`src/rtl/imem_loader_if.sv`:
```
// Byte-stream and instruction-memory write bundle for the boot loader.
// The loader takes the master side; the UART/memory environment takes the slave side.
interface imem_loader_if;
    logic [7:0]  rx_data;
    logic        rx_valid;
    logic        rx_ready;
    logic        mem_we;
    logic [31:0] mem_addr;
    logic [31:0] mem_wdata;

    modport master (
        input  rx_data,
        input  rx_valid,
        output rx_ready,
        output mem_we,
        output mem_addr,
        output mem_wdata
    );

    modport slave (
        output rx_data,
        output rx_valid,
        input  rx_ready,
        input  mem_we,
        input  mem_addr,
        input  mem_wdata
    );
endinterface

```
`src/rtl/imem_loader.sv`:
```
// Boot-time instruction memory loader: count byte, big-endian words, XOR checksum.
// Keeps the CPU in reset until an image has been written and verified.
module imem_loader #(
    parameter logic [31:0] BASE_ADDR   = 32'h0000_0000,
    parameter int          DEPTH_WORDS = 64
) (
    input  logic          clk,
    input  logic          reset,
    input  logic          start,
    imem_loader_if.master bus,
    output logic          cpu_hold,
    output logic          busy,
    output logic          done,
    output logic          error
);

    localparam int           IW       = $clog2(DEPTH_WORDS);
    localparam logic [8:0]   LP_DEPTH = 9'(DEPTH_WORDS);

    typedef enum logic [2:0] {
        S_IDLE,
        S_COUNT,
        S_DATA,
        S_WRITE,
        S_CHECK
    } state_t;

    state_t        r_state;
    logic          r_rx_ready;
    logic          r_mem_we;
    logic [31:0]   r_mem_addr;
    logic [31:0]   r_mem_wdata;
    logic          r_cpu_hold;
    logic          r_busy;
    logic          r_done;
    logic          r_error;
    logic [31:0]   r_word;
    logic [1:0]    r_byte;
    logic [IW-1:0] r_index;
    logic [IW:0]   r_count;
    logic [7:0]    r_csum;

    logic          w_accept;
    logic          w_count_bad;
    logic [31:0]   w_word_next;
    logic [7:0]    w_csum_next;
    logic [IW:0]   w_index_inc;
    logic [31:0]   w_addr;

    assign w_accept    = bus.rx_valid && r_rx_ready;
    assign w_count_bad = (bus.rx_data == 8'd0) ||
                         ({1'b0, bus.rx_data} > LP_DEPTH);
    assign w_word_next = {r_word[23:0], bus.rx_data};
    assign w_csum_next = r_csum ^ bus.rx_data;
    assign w_index_inc = {1'b0, r_index} + (IW+1)'(1);
    assign w_addr      = BASE_ADDR + (32'(r_index) << 2);

    assign bus.rx_ready  = r_rx_ready;
    assign bus.mem_we    = r_mem_we;
    assign bus.mem_addr  = r_mem_addr;
    assign bus.mem_wdata = r_mem_wdata;
    assign cpu_hold      = r_cpu_hold;
    assign busy          = r_busy;
    assign done          = r_done;
    assign error         = r_error;

    // Load sequencer; rx_ready and busy are registered from the next state.
    always_ff @(posedge clk or posedge reset) begin
        if (reset) begin
            r_state     <= S_IDLE;
            r_rx_ready  <= 1'b0;
            r_mem_we    <= 1'b0;
            r_mem_addr  <= 32'd0;
            r_mem_wdata <= 32'd0;
            r_cpu_hold  <= 1'b0;
            r_busy      <= 1'b0;
            r_done      <= 1'b0;
            r_error     <= 1'b0;
            r_word      <= 32'd0;
            r_byte      <= 2'd0;
            r_index     <= '0;
            r_count     <= '0;
            r_csum      <= 8'd0;
        end else begin
            r_done   <= 1'b0;
            r_mem_we <= 1'b0;
            unique case (r_state)
                S_IDLE: begin
                    if (start) begin
                        r_state    <= S_COUNT;
                        r_error    <= 1'b0;
                        r_cpu_hold <= 1'b1;
                        r_csum     <= 8'd0;
                        r_index    <= '0;
                        r_byte     <= 2'd0;
                        r_rx_ready <= 1'b1;
                        r_busy     <= 1'b1;
                    end
                end
                S_COUNT: begin
                    if (w_accept) begin
                        r_csum <= w_csum_next;
                        if (w_count_bad) begin
                            r_error    <= 1'b1;
                            r_done     <= 1'b1;
                            r_state    <= S_IDLE;
                            r_rx_ready <= 1'b0;
                            r_busy     <= 1'b0;
                        end else begin
                            r_count <= bus.rx_data[IW:0];
                            r_state <= S_DATA;
                        end
                    end
                end
                S_DATA: begin
                    if (w_accept) begin
                        r_word <= w_word_next;
                        r_csum <= w_csum_next;
                        r_byte <= r_byte + 2'd1;
                        if (r_byte == 2'd3) begin
                            r_state     <= S_WRITE;
                            r_rx_ready  <= 1'b0;
                            r_mem_we    <= 1'b1;
                            r_mem_addr  <= w_addr;
                            r_mem_wdata <= w_word_next;
                        end
                    end
                end
                S_WRITE: begin
                    // Index stays at N-1 after the last word so it never
                    // points past the image.
                    r_rx_ready <= 1'b1;
                    if (w_index_inc == r_count) begin
                        r_state <= S_CHECK;
                    end else begin
                        r_index <= w_index_inc[IW-1:0];
                        r_state <= S_DATA;
                    end
                end
                S_CHECK: begin
                    if (w_accept) begin
                        r_done     <= 1'b1;
                        r_state    <= S_IDLE;
                        r_rx_ready <= 1'b0;
                        r_busy     <= 1'b0;
                        if (bus.rx_data == r_csum) begin
                            r_cpu_hold <= 1'b0;
                        end else begin
                            r_error <= 1'b1;
                        end
                    end
                end
                default: begin
                    r_state    <= S_IDLE;
                    r_rx_ready <= 1'b0;
                    r_busy     <= 1'b0;
                end
            endcase
        end
    end

endmodule

```
`src/flat_wrapper.sv`:
```
// flat-port wrapper written by rule: the top's interface ports become plain ports
module imem_loader_flat 
#(
    parameter logic [31:0] BASE_ADDR   = 32'h0000_0000,
    parameter int          DEPTH_WORDS = 64
)
  (clk, reset, start, cpu_hold, busy, done, error, bus_rx_data, bus_rx_valid, bus_rx_ready, bus_mem_we, bus_mem_addr, bus_mem_wdata);
  imem_loader_if bus_i ();
  input  logic clk;
  input  logic reset;
  input  logic start;
  output logic cpu_hold;
  output logic busy;
  output logic done;
  output logic error;
  input wire logic [$bits(bus_i.rx_data)-1:0] bus_rx_data;
  input wire logic [$bits(bus_i.rx_valid)-1:0] bus_rx_valid;
  output wire logic [$bits(bus_i.rx_ready)-1:0] bus_rx_ready;
  output wire logic [$bits(bus_i.mem_we)-1:0] bus_mem_we;
  output wire logic [$bits(bus_i.mem_addr)-1:0] bus_mem_addr;
  output wire logic [$bits(bus_i.mem_wdata)-1:0] bus_mem_wdata;
  assign bus_i.rx_data = bus_rx_data;
  assign bus_i.rx_valid = bus_rx_valid;
  assign bus_rx_ready = bus_i.rx_ready;
  assign bus_mem_we = bus_i.mem_we;
  assign bus_mem_addr = bus_i.mem_addr;
  assign bus_mem_wdata = bus_i.mem_wdata;
  imem_loader #(.BASE_ADDR(BASE_ADDR), .DEPTH_WORDS(DEPTH_WORDS)) u_core (.clk(clk), .reset(reset), .start(start), .bus(bus_i), .cpu_hold(cpu_hold), .busy(busy), .done(done), .error(error));
endmodule
```
`config.mk`:
```
export PLATFORM = sky130hd
export DESIGN_NAME = imem_loader_flat
export DESIGN_NICKNAME = d
export VERILOG_FILES = /design/src/rtl/imem_loader_if.sv /design/src/rtl/imem_loader.sv /design/src/flat_wrapper.sv
export SDC_FILE = /design/constraint.sdc
export NUM_CORES = 1
export LEC_CHECK = 0
export CAP_MARGIN = 40
export CORE_MARGIN = 2
export CORE_UTILIZATION = 45
export DETAILED_ROUTE_END_ITERATION = 8
export PLACE_DENSITY = 0.73
export SETUP_SLACK_MARGIN = 0.4
export SLEW_MARGIN = 20
export SYNTH_ARGS = -nofsm -noshare
export SYNTH_HDL_FRONTEND = slang
export SYNTH_SLANG_ARGS = --single-unit
```
`constraint.sdc`:
```
create_clock -name clk -period 3.74 [get_ports clk]
set_input_delay 1.122 -clock clk [delete_from_list [all_inputs] [get_ports clk]]
set_output_delay 1.122 -clock clk [all_outputs]
set_load 0.005 [all_outputs]
```
==> summary.txt, run 1 <==
Outcome
  • Status: completed

Global route
  • Vias in the first global route: 2907
  • Initial antenna violation count: 0
  • Largest net degree at the start of global routing: 44
  • Congestion Overflow GR: 0
  • GRT Total Usage: 0.170
  • Global-route wire length before repair: 14000 um

Setup path
  • Critical path data arrival time: 3.43 ns
  • Crit path kind: input port to flip-flop
  • Crit end category: flip-flop
  • Setup crit start kind: input port
  • Worst reg-to-reg path cell count: 7
  • Crit-path max FO: 8
  • Worst EP required: 3.98 ns

Placement
  • GPL Wtd Cong: 0.831
  • DP HPWL: 6030 um
  • Placed cells: 600
  • Buffers on Ports: 55

Synthesis
  • Cell count after synthesis: 429
  • EDFF count, synth: 0
  • Warnings from Yosys: 0
  • Syn Std Cell Area: 4350 um2
  • Top post-synthesis cells by area: dfrtp_1 54%, mux2_2 11%, nand2_1 7.9%
  • Synth top area share: 0.541
  • Sequential area share after synthesis: 0.541
  • Async S/R FF share, synth: 1.00
  • Count of cell types in the netlist: 47
  • Top cell type by total area after synthesis: dfrtp_1
  • Main flop type after synthesis: dfrtp_1
  • Seq cells post-synth: 94
  • Synth Area per Inst: 10.1 um2

STA
  • Final setup TNS: 0 ns
  • Tmin final: 3.20 ns
  • Fmax: 0.313 GHz
  • Clk_skew: 0.0150 ns
  • Period utilization: 0.855
  • Final Hold Vio Count: 0
  • Worst-Margin Slew: 0.704 ns
  • Hold_ws: 0.477 ns
  • Final setup fails: 0
  • RSZ-0062 raised after global routing: false
  • Pins Over Slew Limit: 0
  • Slew HR: 0.528

Drt
  • Post-DRT Antenna Nets: 0
  • First DRT Iteration DRCs: 153
  • DR vias: 3103
  • DR WL/cell: 13.8 um
  • # DRC: 0
  • Final WL: 8490 um
  • Vias/cell: 5.04
  • DR pass1 iterations: 4

Pwr
  • Net Sw Frac: 0.321
  • Leak: 2.49 nW
  • Combinational power share: 0.248
  • Internal Dissipation: 1.95 mW
  • Power density over the cells: 553 nW/um2
  • Clock network fraction of total power: 0.258
  • Portion of total power attributed to sequential cells: 0.494
  • P_sw: 0.920 mW
  • Max VDD drop: 0.000269 V

Clock network
  • Root Driver: clkbuf_8
  • CTS buffer count: 9
  • CTS H-tree lvls: 3
  • CTS Sinks: 94
  • Hold buffer count at cts: 0
  • Cts repair resizes: 0
  • Clk_lat worst skew: 0.36 ns
  • Worst-path clk slew: 0.10 ns
  • Setup Fix Bufs, Post-CTS: 0
  • Longest Clk Path Bufs: 2
  • CTS tree: yes

Layout
  • Layout area overhead: 19.0%
  • Nets: 496
  • ANT cells: 0
  • Fillers: 848
  • Fin cells: 616
  • Layout cells sized above 1: 0.148

Floorplan
  • Die area: 10500 um2
  • # rows: 35
  • Die Width: 102 um
  • Die Ht: 102 um
  • I/O pins: 82
  • Initial Util: 0.466
  • Core ar.: 9330 um2

Worst hold path
  • Hold WC Path Type: flip-flop to flip-flop
  • Hold Path Stages: 2

Job
  • Max Cap Viol: 0
metal layers:
metal,vias to the layer above,routed length [um],GRT usage,part of all wire
li1,1493,-,-,-
met1,1527,4000,0.231,0.47
met2,74,4100,0.282,0.48
met3,9,283,0.0308,0.033
met4,0,104,0.0492,0.012
met5,-,0,0,0
final cells by class:
type                       instances  area, um2  area share
sequential                        94       2350       0.454
multi-input combinational        303       1780       0.343
timing repair buffer              63        623       0.120
tap                              129        161      0.0312
clock buffer                      10        128      0.0246
clock inverter                     6       91.3      0.0176
inverter                          11       45.0     0.00870
registers in the layout, summed over array words and instances, names as in the netlist:
signal / flops
u_core.bus.mem_wdata: 32
u_core.r_word: 24
u_core.r_csum: 8
u_core.r_count: 7
u_core.bus.mem_addr: 6
u_core.r_index: 6
u_core.r_state: 3
u_core.r_byte: 2
u_core.bus.mem_we: 1
u_core.bus.rx_ready: 1
u_core.busy: 1
u_core.cpu_hold: 1
u_core.done: 1
u_core.error: 1
cells in the mapped netlist, types with 2 or more instances:
| master | n |
|---|---|
| ha_1 | 2 |
| xnor2_1 | 5 |
| nand2b_1 | 12 |
| inv_1 | 10 |
| nor2b_1 | 6 |
| nand4_1 | 3 |
| or2_2 | 2 |
| nor3_1 | 9 |
| a21oi_1 | 7 |
| buf_4 | 26 |
| nand3_1 | 14 |
| dfrtp_1 | 94 |
| o31ai_1 | 2 |
| and3_1 | 3 |
| xor2_1 | 4 |
| buf_2 | 2 |
| nor3b_1 | 2 |
| nand2_1 | 91 |
| mux2_2 | 41 |
| o211ai_1 | 2 |
| o21ai_0 | 28 |
| a21o_1 | 2 |
| a31oi_1 | 2 |
| nor2_1 | 21 |
| clkbuf_1 | 17 |
per-stage QoR:
step,util,power (mW),setup WS (ns),area [um2]
after floorplan,-,1.95,0.808,4450
after global placement,0.532,2.11,0.195,4960
after detailed placement,0.532,2.15,0.154,4960
after CTS,0.555,2.89,0.521,5180
after global routing,0.555,3.05,0.404,5180
final,0.555,2.87,0.544,5180
cell usage in the layout, fill, tap and decap left out, types with 2 or more instances in the layout:
cell	instances
dfrtp_1	94
nand2_1	91
clkdlybuf4s50_1	55
mux2_2	41
o21ai_0	28
conb_1	26
nor2_1	21
nand3_1	14
nand2b_1	12
inv_1	9
nor3_1	9
clkbuf_8	9
a21oi_1	7
buf_4	7
nor2b_1	6
xnor2_1	5
xor2_1	4
nand4_1	3
and3_1	3
inv_6	3
or2_2	2
nor3b_1	2
o211ai_1	2
a21o_1	2
o31ai_1	2
a31oi_1	2
ha_1	2
bufinv_16	2
critical path, cell delays in order:
cell and delay, ns:
clkdlybuf4s50_1 0.42, or4_1 0.57, o31ai_1 0.34, nand3_2 0.17
nor4_4 0.40, mux2_2 0.40
power by group through the flow:
| stage | clock network [mW] | registers, mW | logic [mW] |
|---|---|---|---|
| 2_1_floorplan | 0 | 1.35 | 0.606 |
| 3_3_place_gp | 0 | 1.42 | 0.686 |
| 3_5_place_dp | 0 | 1.44 | 0.713 |
| 4_1_cts | 0.753 | 1.42 | 0.717 |
| 5_1_grt | 0.795 | 1.45 | 0.806 |
| 6_report | 0.740 | 1.42 | 0.709 |
cells by family (layout without fill, tap and decap cells):
logic type | Yosys count | count (layout) | synth area share
AO/OA/AOI/OAI | 52 | 52 | 0.0713
multiplexers | 42 | 42 | 0.108
other | 1 | 26 | 0.000862
buffers and inverters | 57 | 90 | 0.0722
flip-flops | 94 | 94 | 0.541
AND/OR/NAND/NOR | 172 | 172 | 0.183
XOR/XNOR | 9 | 9 | 0.0181
adder cells (fa/ha/maj) | 2 | 2 | 0.00575
worst paths after layout:
path	start	to	slack [ns]
max	bus_rx_data[0]	u_core.r_count[3]	0.54
min	u_core.r_word[17]	u_core.bus.mem_wdata[25]	0.48
max reg2reg	u_core.r_index[0]	u_core.r_index[2]	1.21
min reg2reg	u_core.r_word[17]	u_core.bus.mem_wdata[25]	0.48
max in group asynchronous	reset	u_core.done	1.82
min in group asynchronous	reset	u_core.bus.mem_wdata[0]	1.19
Power figures use the tool's default switching activity.
==> run 2: changes to the inputs <==
- CTS_BUF_LIST: not set -> sky130_fd_sc_hd__clkbuf_4
- GPL_ROUTABILITY_DRIVEN: not set -> 0
==> run 2 against run 1 <==
Against the previous run:
- worst setup slack better by 0.081 ns
- global-route usage about the same
- first-iteration DRC count down 6.5%
- design area down 1.0%
- critical path type unchanged
- critical endpoint unchanged
==> summary.txt, run 2 (synthesis results as in run 1) <==
Outcome
  • Status: completed

Drt
  • Vias/cell: 5.02
  • # DRC: 0
  • First DRT Iteration DRCs: 143
  • DR vias: 3092
  • Final WL: 8440 um
  • DR WL/cell: 13.7 um
  • Post-DRT Antenna Nets: 0
  • DR pass1 iterations: 4

Job
  • Max Cap Viol: 0

Floorplan
  • Die Ht: 102 um
  • Core ar.: 9330 um2
  • # rows: 35
  • I/O pins: 82
  • Die area: 10500 um2
  • Initial Util: 0.466
  • Die Width: 102 um

Layout
  • Layout cells sized above 1: 0.150
  • Nets: 496
  • Number of flip-flops in the largest register: 32
  • Commonest non-fill, non-tap cell in the layout: dfrtp_1
  • ANT cells: 0
  • Commonest non-fill, non-tap cells in the layout: 94 x dfrtp_1, 91 x nand2_1, 55 x clkdlybuf4s50_1
  • Layout area overhead: 17.8%

Clock network
  • Cts repair resizes: 0
  • Setup Fix Bufs, Post-CTS: 0
  • Hold buffer count at cts: 0
  • Root Driver: clkbuf_4
  • CTS tree: yes
  • CTS H-tree lvls: 3
  • Longest Clk Path Bufs: 2
  • Worst-path clk slew: 0.14 ns
  • Clk_lat worst skew: 0.44 ns
  • CTS Sinks: 94
  • CTS buffer count: 9

STA
  • Tmin final: 3.11 ns
  • Fin worst setup slack: 0.626 ns
  • Slew HR: 0.521
  • Worst-Margin Slew: 0.716 ns
  • Pins Over Slew Limit: 0
  • Clk_skew: 0.0200 ns
  • Final setup TNS: 0 ns
  • RSZ-0062 raised after global routing: false
  • Period utilization: 0.833
  • Final setup fails: 0
  • Fmax: 0.321 GHz
  • Final Hold Vio Count: 0

Pwr
  • Internal Dissipation: 1.85 mW
  • Leak: 2.47 nW
  • Combinational power share: 0.257
  • Clock network fraction of total power: 0.229
  • Power density over the cells: 537 nW/um2
  • Portion of total power attributed to sequential cells: 0.513
  • Net Sw Frac: 0.329
  • Max VDD drop: 0.000269 V
  • P_sw: 0.907 mW

Setup path
  • CP startpoint: bus_rx_data[0]
  • Worst EP required: 4.07 ns
  • R2R Path Start: u_core.r_index[0]
  • Critical path data arrival time: 3.44 ns
  • Crit end category: flip-flop
  • Crit path kind: input port to flip-flop
  • Crit-path max FO: 8
  • Setup crit start kind: input port

Global route
  • Largest net degree at the start of global routing: 44
  • GRT Total Usage: 0.170
  • Vias in the first global route: 2912
  • Initial antenna violation count: 0
  • Congestion Overflow GR: 0
  • Global-route wire length before repair: 14000 um

Worst hold path
  • HP Start: u_core.r_word[20]
  • Hold WC Path Type: flip-flop to flip-flop

Placement
  • Buffers on Ports: 55
  • DP HPWL: 6030 um
  • Worst slack at placement: 0.154 ns
==> run 2: path summary, 6_finish.rpt <==
check / end / slack (ns) / cells past startpoint
min: u_core.bus.mem_wdata[28] / 0.48 / 2
max reg2reg: u_core.r_index[2] / 1.22 / 7
min reg2reg: u_core.bus.mem_wdata[28] / 0.48 / 2
max in group asynchronous: u_core.r_word[7] / 1.91 / 3
min in group asynchronous: u_core.bus.mem_wdata[0] / 1.09 / 2
max: u_core.r_count[3] / 0.63 / 6
==> run 2: area by class of cell <==
cell class / instances / area [um2]
tap: 129 / 161
sequential: 94 / 2350
fill: 860 / 4200
clock buffer: 10 / 75.1
multi-input combinational: 303 / 1780
inverter: 11 / 45.0
timing repair buffer: 63 / 623
clock inverter: 6 / 91.3
==> run 2: per-layer routing <==
metal  vias to the layer above  GRT usage  routed length [um]
met4                         0     0.0615                 106
li1                       1495          -                   -
met3                        11     0.0246                 287
met1                      1504      0.234                4010
met5                         -          0                   0
met2                        82      0.277                4040
==> run 2: critical path, cell delays in order <==
cell and delay (ns):
clkdlybuf4s50_1 0.42, or4_1 0.58, o31ai_1 0.34, nand3_2 0.17, nor4_4 0.40, mux2_2 0.40
==> run 2: power by group through the flow <==
stage	registers [mW]	clock network (mW)	logic, mW
finish	1.41	0.631	0.709
global placement	1.42	0	0.686
floorplan	1.35	0	0.606
CTS	1.41	0.648	0.716
global route	1.45	0.687	0.806
detailed placement	1.44	0	0.713
==> run 2: per-stage QoR <==
| stage | instances | hold WS [ns] | power [mW] | cell area [um2] | util |
|---|---|---|---|---|---|
| 2_1_floorplan | 454 | 0.433 | 1.95 | 4450 | - |
| 3_3_place_gp | 600 | 0.444 | 2.11 | 4960 | 0.532 |
| 3_5_place_dp | 600 | 0.454 | 2.15 | 4960 | 0.532 |
| 4_1_cts | 616 | 0.488 | 2.78 | 5130 | 0.550 |
| 5_1_grt | 616 | 0.499 | 2.94 | 5130 | 0.550 |
| 6_report | 616 | 0.483 | 2.75 | 5130 | 0.550 |
==> run 3: changes to the inputs <==
- clock period: 3.74 -> 2.55 ns (I/O delays scaled with it)
==> run 3 against run 2 <==
Against the previous run:
- register-to-register slack got worse by 0.72 ns
- combinational power rose by 79%
- critical endpoint is now u_core.r_count[4]
- clock skew rose by 0.0065 ns
- non-clock buffer count rose by 24
- worst setup slack got worse by 0.20 ns
- sequential power rose by 45%
- critical path type unchanged
- clock power rose by 16%
- first-iteration DRC count rose by 52%
- largest power group unchanged
==> summary.txt, run 3 (synthesis results as in run 1) <==
Setup path
  • R2R Path Start: u_core.r_index[1]
  • Crit-path max FO: 8
  • Crit end category: flip-flop
  • Setup crit start kind: input port
  • Crit path kind: input port to flip-flop
  • Worst reg-to-reg path cell count: 8
  • CP startpoint: bus_rx_data[0]
  • Worst EP required: 2.88 ns
  • Critical path data arrival time: 2.45 ns

STA
  • Worst-Margin Slew: 0.547 ns
  • Period utilization: 0.834
  • Pins Over Slew Limit: 0
  • RSZ-0062 raised after global routing: false
  • Final Hold Vio Count: 0
  • Hold_ws: 0.482 ns
  • Clk_skew: 0.0264 ns
  • Slew HR: 0.635
  • Fmax: 0.470 GHz
  • Tmin final: 2.13 ns
  • Final setup fails: 0

Drt
  • Post-DRT Antenna Nets: 0
  • Uppermost layer routed: met4
  • Met2 WL: 4460 um
  • # DRC: 0
  • WL met3: 378 um
  • First DRT Iteration DRCs: 218
  • DR vias: 3211
  • Vias/cell: 5.02
  • DR pass1 iterations: 5
  • DR WL/cell: 14.1 um
  • Final WL: 9020 um
  • M1 WL: 4090 um

Floorplan
  • Die area: 10500 um2
  • # rows: 35
  • Die Ht: 102 um
  • Initial Util: 0.466
  • Die Width: 102 um
  • Core ar.: 9330 um2
  • I/O pins: 82

Layout
  • Commonest non-fill, non-tap cell in the layout: dfrtp_1
  • Layout area overhead: 24.0%
  • Register area: 2350 um2
  • Nets: 520
  • Number of flip-flops in the largest register: 32
  • Fillers: 807
  • Core Util, Final: 0.579
  • ANT cells: 0
  • Fin cells: 640
  • Layout cells sized above 1: 0.217
  • Commonest non-fill, non-tap cells in the layout: 93 x dfrtp_1, 91 x nand2_1, 37 x clkdlybuf4s50_1
  • Multi-input combinational cell area: 1860 um2

Global route
  • Vias in the first global route: 3051
  • GRT Total Usage: 0.180
  • Largest net degree at the start of global routing: 95
  • Initial antenna violation count: 0
  • Congestion Overflow GR: 0
  • Global-route wire length before repair: 14900 um

Pwr
  • Leak: 2.82 nW
  • Power density over the cells: 749 nW/um2
  • Max VDD drop: 0.000398 V

Outcome
  • Status: completed

Worst hold path
  • Hold Path Stages: 2
  • Hold WC Path Type: flip-flop to flip-flop
  • HP Start: u_core.r_word[20]

Job
  • Max Cap Viol: 0

Placement
  • Placed cells: 615
  • Buffers on Ports: 55
  • DP HPWL: 6270 um

Clock network
  • Worst-path clk slew: 0.15 ns
  • Root Driver: clkbuf_4
  • CTS H-tree lvls: 3
  • Longest Clk Path Bufs: 2
  • CTS tree: yes
  • Clk_lat worst skew: 0.44 ns
  • CTS buffer count: 9
  • CTS Sinks: 94
-- run 3: cell types whose count changed in the layout (fill, tap and decap cells not counted), moves of 2 or more --
cell             before  now
buf_4                 7   28
clkdlybuf4s50_1      55   37
dlymetal6s2s_1        0   14
mux2_2               41   34
mux2_4                0    7
buf_2                 0    3
o21ai_0              28   25
o21ai_1               0    3
buf_12                1    3
buf_6                 0    2
bufinv_16             2    0
clkinvlp_4            1    3
or4_4                 0    2
-- run 3: per-stage QoR --
step	power (mW)	setup WS [ns]	area, um2	TNS, ns
6_report	4.04	0.424	5400	0
3_3_place_gp	3.19	-0.485	5130	-4.54
5_1_grt	4.32	0.400	5400	0
2_1_floorplan	2.87	0.0527	4480	0
4_1_cts	4.03	0.349	5290	0
3_5_place_dp	3.26	-0.550	5130	-5.14
-- run 3: critical path, stage by stage --
cell and delay, ns:
buf_6 0.09, or4_4 0.55, or4_4 0.46, nand3_4 0.09
nor4_4 0.04, buf_6 0.15, mux2_4 0.30
-- run 3: final cells by class --
class,instances,area share
Multi-Input combinational cell,303,0.345
Sequential cell,94,0.436
Clock buffer,9,0.0125
Clock inverter,7,0.0102
Timing Repair Buffer,87,0.158
Inverter,11,0.00835
Tap cell,129,0.0299
-- run 3: where the power goes --
| part | leakage, nW | switching (mW) | internal, mW | total, mW |
|---|---|---|---|---|
| Combinational | 1.50 | 0.642 | 0.626 | 1.27 |
| Sequential | 1.26 | 0.259 | 1.79 | 2.05 |
| Clock | 0.0633 | 0.518 | 0.211 | 0.729 |
-- run 3: per-layer routing --
layer,GRT usage,up-vias
li1,-,1539
met1,0.241,1567
met2,0.301,94
met3,0.0274,11
met4,0.0656,0
met5,0,-
-- run 3: timing repair --
action	CTS	global route
pin swaps	4	5
gates resized for setup	25	22
buffers inserted	2	7
endpoints found under the setup margin	17	34
hold buffers	0	0
-- run 3: final timing paths --
path                       slack (ns)                       end
setup / recovery                 0.42         u_core.r_count[4]
hold / removal                   0.48  u_core.bus.mem_wdata[28]
max in group asynchronous        1.33          u_core.r_csum[2]
hold reg to reg                  0.48  u_core.bus.mem_wdata[28]
min in group asynchronous        0.75   u_core.bus.mem_wdata[0]
setup reg to reg                 0.50         u_core.r_index[4]
